File: config.mk
export PLATFORM = sky130hd
export DESIGN_NAME = alarma_multicanal_flat
export DESIGN_NICKNAME = d
export VERILOG_FILES = /design/src/rtl/alarma_multicanal_if.sv /design/src/rtl/alarma_multicanal.sv /design/src/flat_wrapper.sv
export SDC_FILE = /design/constraint.sdc
export NUM_CORES = 1
export LEC_CHECK = 0
export CORE_MARGIN = 2
export CORE_UTILIZATION = 25
export CTS_BUF_LIST = sky130_fd_sc_hd__clkbuf_4
export DETAILED_ROUTE_END_ITERATION = 10
export REMOVE_ABC_BUFFERS = 1
export SYNTH_ARGS = -nofsm -noshare
export SYNTH_HDL_FRONTEND = slang
export SYNTH_SLANG_ARGS = --single-unit
export TNS_END_PERCENT = 10
File: constraint.sdc
create_clock -name CLK -period 5.58 [get_ports CLK]
set_input_delay 1.116 -clock CLK [delete_from_list [all_inputs] [get_ports CLK]]
set_output_delay 1.116 -clock CLK [all_outputs]
set_load 0.1 [all_outputs]
File: src/rtl/alarma_multicanal_if.sv
// Front-panel bundle for alarma_multicanal: button levels and acknowledge in,
// light, aggregate alarm flag and event count out.
interface alarma_multicanal_if #(
  parameter int unsigned CANALES = 4
);
  logic [CANALES-1:0] Button;
  logic               ACK;
  logic [CANALES-1:0] LUZ;
  logic               ALARMA;
  logic [7:0]         CUENTA;

  // master drives the panel side, slave is the alarm controller
  modport master (
    output Button,
    output ACK,
    input  LUZ,
    input  ALARMA,
    input  CUENTA
  );

  modport slave (
    input  Button,
    input  ACK,
    output LUZ,
    output ALARMA,
    output CUENTA
  );
endinterface

File: src/rtl/alarma_multicanal.sv
// Multi-channel debounced alarm controller with latched lights, aggregate flag and saturating
// event counter. Define ALARMA_PARPADEO_EN to make active lights blink.
module alarma_multicanal #(
  parameter int unsigned CANALES         = 4,
  parameter int unsigned DEBOUNCE_CICLOS = 3,
  parameter int unsigned PARPADEO_DIV    = 8
) (
  input logic                CLK,
  input logic                RST,
  alarma_multicanal_if.slave bus
);

  if (CANALES < 1 || CANALES > 16 || DEBOUNCE_CICLOS < 1 || PARPADEO_DIV < 1) begin : g_param_chk
    $error("alarma_multicanal: parameter out of range");
  end

  localparam int unsigned DbW = (DEBOUNCE_CICLOS > 1) ? $clog2(DEBOUNCE_CICLOS) : 1;
  localparam logic [DbW-1:0] DbMax = DbW'(DEBOUNCE_CICLOS - 1);

  typedef enum logic [1:0] {StReposo, StActiva, StEsperaLibera} estado_e;

  estado_e            estado_q [CANALES];
  estado_e            estado_d [CANALES];
  logic [DbW-1:0]     db_q     [CANALES];
  logic [DbW-1:0]     db_d     [CANALES];
  logic [CANALES-1:0] entra;
  logic [CANALES-1:0] activa_d;
  logic [CANALES-1:0] luz_q, luz_d;
  logic               alarma_q, alarma_d;
  logic [7:0]         cuenta_q, cuenta_d;
  logic [4:0]         n_entradas;
  logic [8:0]         suma;

  // State register
  always_ff @(posedge CLK) begin
    if (!RST) begin
      for (int i = 0; i < CANALES; i++) begin
        estado_q[i] <= StReposo;
        db_q[i]     <= '0;
      end
      luz_q    <= '0;
      alarma_q <= 1'b0;
      cuenta_q <= '0;
    end else begin
      for (int i = 0; i < CANALES; i++) begin
        estado_q[i] <= estado_d[i];
        db_q[i]     <= db_d[i];
      end
      luz_q    <= luz_d;
      alarma_q <= alarma_d;
      cuenta_q <= cuenta_d;
    end
  end

  // Next-state logic; the debounce counter only runs in StReposo
  always_comb begin
    entra = '0;
    for (int i = 0; i < CANALES; i++) begin
      estado_d[i] = estado_q[i];
      db_d[i]     = '0;
      unique case (estado_q[i])
        StReposo: begin
          if (bus.Button[i]) begin
            if (db_q[i] == DbMax) begin
              estado_d[i] = StActiva;
              entra[i]    = 1'b1;
            end else begin
              db_d[i] = db_q[i] + DbW'(1);
            end
          end
        end
        StActiva: begin
          if (bus.ACK) estado_d[i] = bus.Button[i] ? StEsperaLibera : StReposo;
        end
        StEsperaLibera: begin
          if (!bus.Button[i]) estado_d[i] = StReposo;
        end
        default: estado_d[i] = StReposo;
      endcase
    end
  end

`ifdef ALARMA_PARPADEO_EN
  localparam int unsigned PdW = $clog2(PARPADEO_DIV) + 1;
  localparam logic [PdW-1:0] PdMax = PdW'(PARPADEO_DIV - 1);

  logic [PdW-1:0]     parp_q [CANALES];
  logic [PdW-1:0]     parp_d [CANALES];
  logic [CANALES-1:0] fase_q, fase_d;

  always_ff @(posedge CLK) begin
    if (!RST) begin
      for (int i = 0; i < CANALES; i++) parp_q[i] <= '0;
      fase_q <= '0;
    end else begin
      for (int i = 0; i < CANALES; i++) parp_q[i] <= parp_d[i];
      fase_q <= fase_d;
    end
  end

  // Light starts on at entry and toggles every PARPADEO_DIV edges spent in StActiva
  always_comb begin
    fase_d = '0;
    for (int i = 0; i < CANALES; i++) begin
      parp_d[i] = '0;
      if (entra[i]) begin
        fase_d[i] = 1'b1;
      end else if (estado_q[i] == StActiva && estado_d[i] == StActiva) begin
        if (parp_q[i] == PdMax) begin
          fase_d[i] = ~fase_q[i];
        end else begin
          parp_d[i] = parp_q[i] + PdW'(1);
          fase_d[i] = fase_q[i];
        end
      end
    end
  end
`else
  logic [CANALES-1:0] fase_d;
  assign fase_d = '1;
`endif

  // Output logic, computed from next state so the outputs land on the same edge
  always_comb begin
    n_entradas = '0;
    for (int i = 0; i < CANALES; i++) begin
      activa_d[i] = (estado_d[i] == StActiva);
      n_entradas  = n_entradas + 5'(entra[i]);
    end
    luz_d    = activa_d & fase_d;
    alarma_d = |activa_d;
    suma     = {1'b0, cuenta_q} + 9'(n_entradas);
    cuenta_d = suma[8] ? 8'hFF : suma[7:0];
  end

  assign bus.LUZ    = luz_q;
  assign bus.ALARMA = alarma_q;
  assign bus.CUENTA = cuenta_q;

endmodule

File: src/flat_wrapper.sv
// flat-port wrapper written by rule: the top's interface ports become plain ports
module alarma_multicanal_flat 
#(
  parameter int unsigned CANALES         = 4,
  parameter int unsigned DEBOUNCE_CICLOS = 3,
  parameter int unsigned PARPADEO_DIV    = 8
)
  (CLK, RST, bus_Button, bus_ACK, bus_LUZ, bus_ALARMA, bus_CUENTA);
  alarma_multicanal_if #(.CANALES(CANALES)) bus_i ();
  input logic CLK;
  input logic RST;
  input wire logic [$bits(bus_i.Button)-1:0] bus_Button;
  input wire logic [$bits(bus_i.ACK)-1:0] bus_ACK;
  output wire logic [$bits(bus_i.LUZ)-1:0] bus_LUZ;
  output wire logic [$bits(bus_i.ALARMA)-1:0] bus_ALARMA;
  output wire logic [$bits(bus_i.CUENTA)-1:0] bus_CUENTA;
  assign bus_i.Button = bus_Button;
  assign bus_i.ACK = bus_ACK;
  assign bus_LUZ = bus_i.LUZ;
  assign bus_ALARMA = bus_i.ALARMA;
  assign bus_CUENTA = bus_i.CUENTA;
  alarma_multicanal #(.CANALES(CANALES), .DEBOUNCE_CICLOS(DEBOUNCE_CICLOS), .PARPADEO_DIV(PARPADEO_DIV)) u_core (.CLK(CLK), .RST(RST), .bus(bus_i));
endmodule
==> impl_results.md <==
- Status: complete, no violations
- Compound-cell area share of the yosys netlist: 9.75%
- Worst Path Arrival: 4.12 ns
- Hold Slack: 0.416 ns
- Cell count after synthesis: 132
- Worst EP required: 5.82 ns
- Total of max-cap violations: 0
- Post-synthesis instance area: 1300 um^2
- Crit-path max FO: 4
- Ant diodes: 0
- CTS tree: done
- Most frequent cells in the layout: dfxtp_1, nor2_1, clkdlybuf4s50_1, nand2_1, ha_1
- I/O pins: 20
- Global-route wire length before repair: 4.12 mm
- Mapped Avg Cell Area: 9.82 um^2
- Fillers: 537
- Gate power share: 10.5%
- Yosys warning count: 0
- GPL Wtd Cong: 0.716
- CP Capture Type: flop
- Unique cell type count in the Yosys netlist: 37
- CP Class: in -> reg
- Min-Delay Path Class: reg -> reg
- Slew HR: 34.0%
- Pin count of the biggest net entering global routing: 18
- Avg Vias per Cell: 4.13
- Syn-to-layout area delta: 24.4%
- Gr ovfl total: 0
- H-tree depth: 2
- Critical path origin: bus_Button[0]
- Drt first pass iters: 4
- All-Layer GR Usage: 9.09%
- Post-CTS Setup Bufs: 0
- Ys async rst share: 0%
- Cell family with most CP delay: adder cells
- Post-synthesis simple-gate area fraction: 23.3%
- Reg power frac: 58.1%
- Dominant cells by area after synthesis: dfxtp_1, ha_1, nor2_1
- Synth Area in Adders: 11.8%
- TritonCTS Buffers: 5
- Vias: 938
- Reg clk slew, reported paths: 0.08 ns
- # setup viols final: 0
- Number of remaining DRC errors: 0
- WL per Instance: 10.1 um
- Routed wire length: 2.29 mm
- Hold-fix buffers, CTS: 0
- Critical-path cell list: clkdlybuf4s50_1 > nor4bb_4 > ha_1 > fa_1 > ha_1 > inv_1 > fa_1 > and2b_1 > o21bai_1 > or2_4 > a21oi_1
- Nets: 174
- Vias in the first global route: 889
- Hpwl dp: 1.77 mm
- Sw Share: 26.5%
- Root Driver: clkbuf_4
- Net Sw Power: 97.9 uW
- Leakage: 0.615 nW
- Count of buffer and inverter cells on the critical path: 2
- Layout cells sized above 1: 12.1%
- Clock Latency Late Sink: 0.32 ns
- Area share of the leading cell type in the synthesized netlist: 44.8%
- Most common cell after layout, fill and taps aside: dfxtp_1
- Post-synthesis mux area share: 5.02%
- Xor/xnor share of the synthesized area: 2.03%
- Number of synthesized register bits: 29
- RSZ-0062 raised after global routing: no
- Initial antenna violation count: 0
- Site Rows: 26
- CP max stage cell: clkdlybuf4s50_1
- Min cycle time layout: 3.88 ns
- Chip height: 76.0 um
- Maximum vdd ir drop: 0.141 mV
- Clk_skew: 0.0170 ns
- Die Area: 5780 um^2
- Clock power share: 31.4%
- Post-synth EDFFs: 0
- Worst Max-Slew Pin Slew: 0.986 ns
- CTS Buffer Depth: 2
- Largest stage delay, worst path: 0.50 ns
- Clk sink count: 29
- Setup TNS: 0 ns
- Post-synth top flop: dfxtp_1
- Die W: 76.0 um
- ANT nets after route: 0
- Post-CTS sizing: 0
- Final Hold Vio Count: 0
- Core area: 5040 um^2
- Largest family of logic cells by synthesized area: simple AND/OR/NAND/NOR gates
- PortBufs: 19
- Worst reg2reg startpoint: u_core.db_q[0][0]
- Sequential area share after synthesis: 44.8%
- Int Pwr: 271 uW
- First DRT Iteration DRCs: 50
- Fmax: 258 MHz
- PwrDens: 229 nW/um^2
- CP Launch Type: primary input
- Hold path start: u_core.db_q[0][0]
- Starting density of the core: 25.7%
- Max Slew Vio Count: 0
- Period utilization: 69.6%
- Cell taking the most area after synthesis: dfxtp_1
[per-stage QoR]
stage | worst slack [ns] | cell area [um^2] | total power, mW | util, % | cells
global placement | 1.44 | 1560 | 0.258 | 31.0 | 219
finish | 1.70 | 1610 | 0.369 | 32.0 | 227
CTS | 1.69 | 1610 | 0.378 | 32.0 | 227
detailed placement | 1.37 | 1560 | 0.259 | 31.0 | 219
floorplan | 2.07 | 1280 | 0.245 | - | 130
global route | 1.52 | 1610 | 0.392 | 32.0 | 227
[Yosys cell counts, drive strengths merged (3+ instances only)]
master  number
ha           9
or4          3
inv          8
mux2         4
nor2        21
a21oi        9
nand2       10
nor3         7
dfxtp       29
[state kept, by name, indices dropped and copies added, names as in the netlist]
signal / flops
u_core.bus.ALARMA: 1
u_core.bus.CUENTA: 8
u_core.bus.LUZ: 4
u_core.db_q: 8
u_core.estado_q: 8
[final cells by class]
cell class                      instances  area (um^2)  area share (%)
Clock inverter                          3         12.5           0.776
Multi-Input combinational cell         93          672            41.7
Tap cell                               70         87.6            5.43
Timing Repair Buffer                   19          190            11.8
Sequential cell                        29          581            36.0
Inverter                                8         32.5            2.02
Clock buffer                            5         37.5            2.33
[logic make-up after synthesis]
family                     Yosys count
muxes                                6
buffers and inverters               10
xor gates and xnor gates             3
and+or+nand+nor                     56
adders and majority gates           11
AOI/OAI and AO/OA                   17
DFF                                 29
[path summary, 6_finish.rpt]
path	endpoint	slack [ns]	cells past startpoint
worst max register to register	u_core.bus.CUENTA[3]	2.38	12
worst min-delay path	u_core.db_q[0][0]	0.42	1
worst max-delay path	u_core.bus.CUENTA[3]	1.70	11
worst min register to register	u_core.db_q[0][0]	0.42	1
[power groups by stage]
stage          sequential [mW]  combinational (mW)  clock, mW
2_1_floorplan            0.231              0.0140          0
3_3_place_gp             0.220              0.0387          0
3_5_place_dp             0.219              0.0392          0
4_1_cts                  0.215              0.0392      0.124
5_1_grt                  0.215              0.0422      0.134
6_report                 0.215              0.0387      0.116
[layer usage]
| metal | vias up | wire length [um] | GRT usage [%] |
|---|---|---|---|
| li1 | 501 | - | - |
| met1 | 419 | 1090 | 11.5 |
| met2 | 16 | 1050 | 13.8 |
| met3 | 2 | 121 | 3.67 |
| met4 | 0 | 26 | 3.82 |
| met5 | - | 0 | 0 |
No activity file was read; power rests on OpenSTA's default activity.
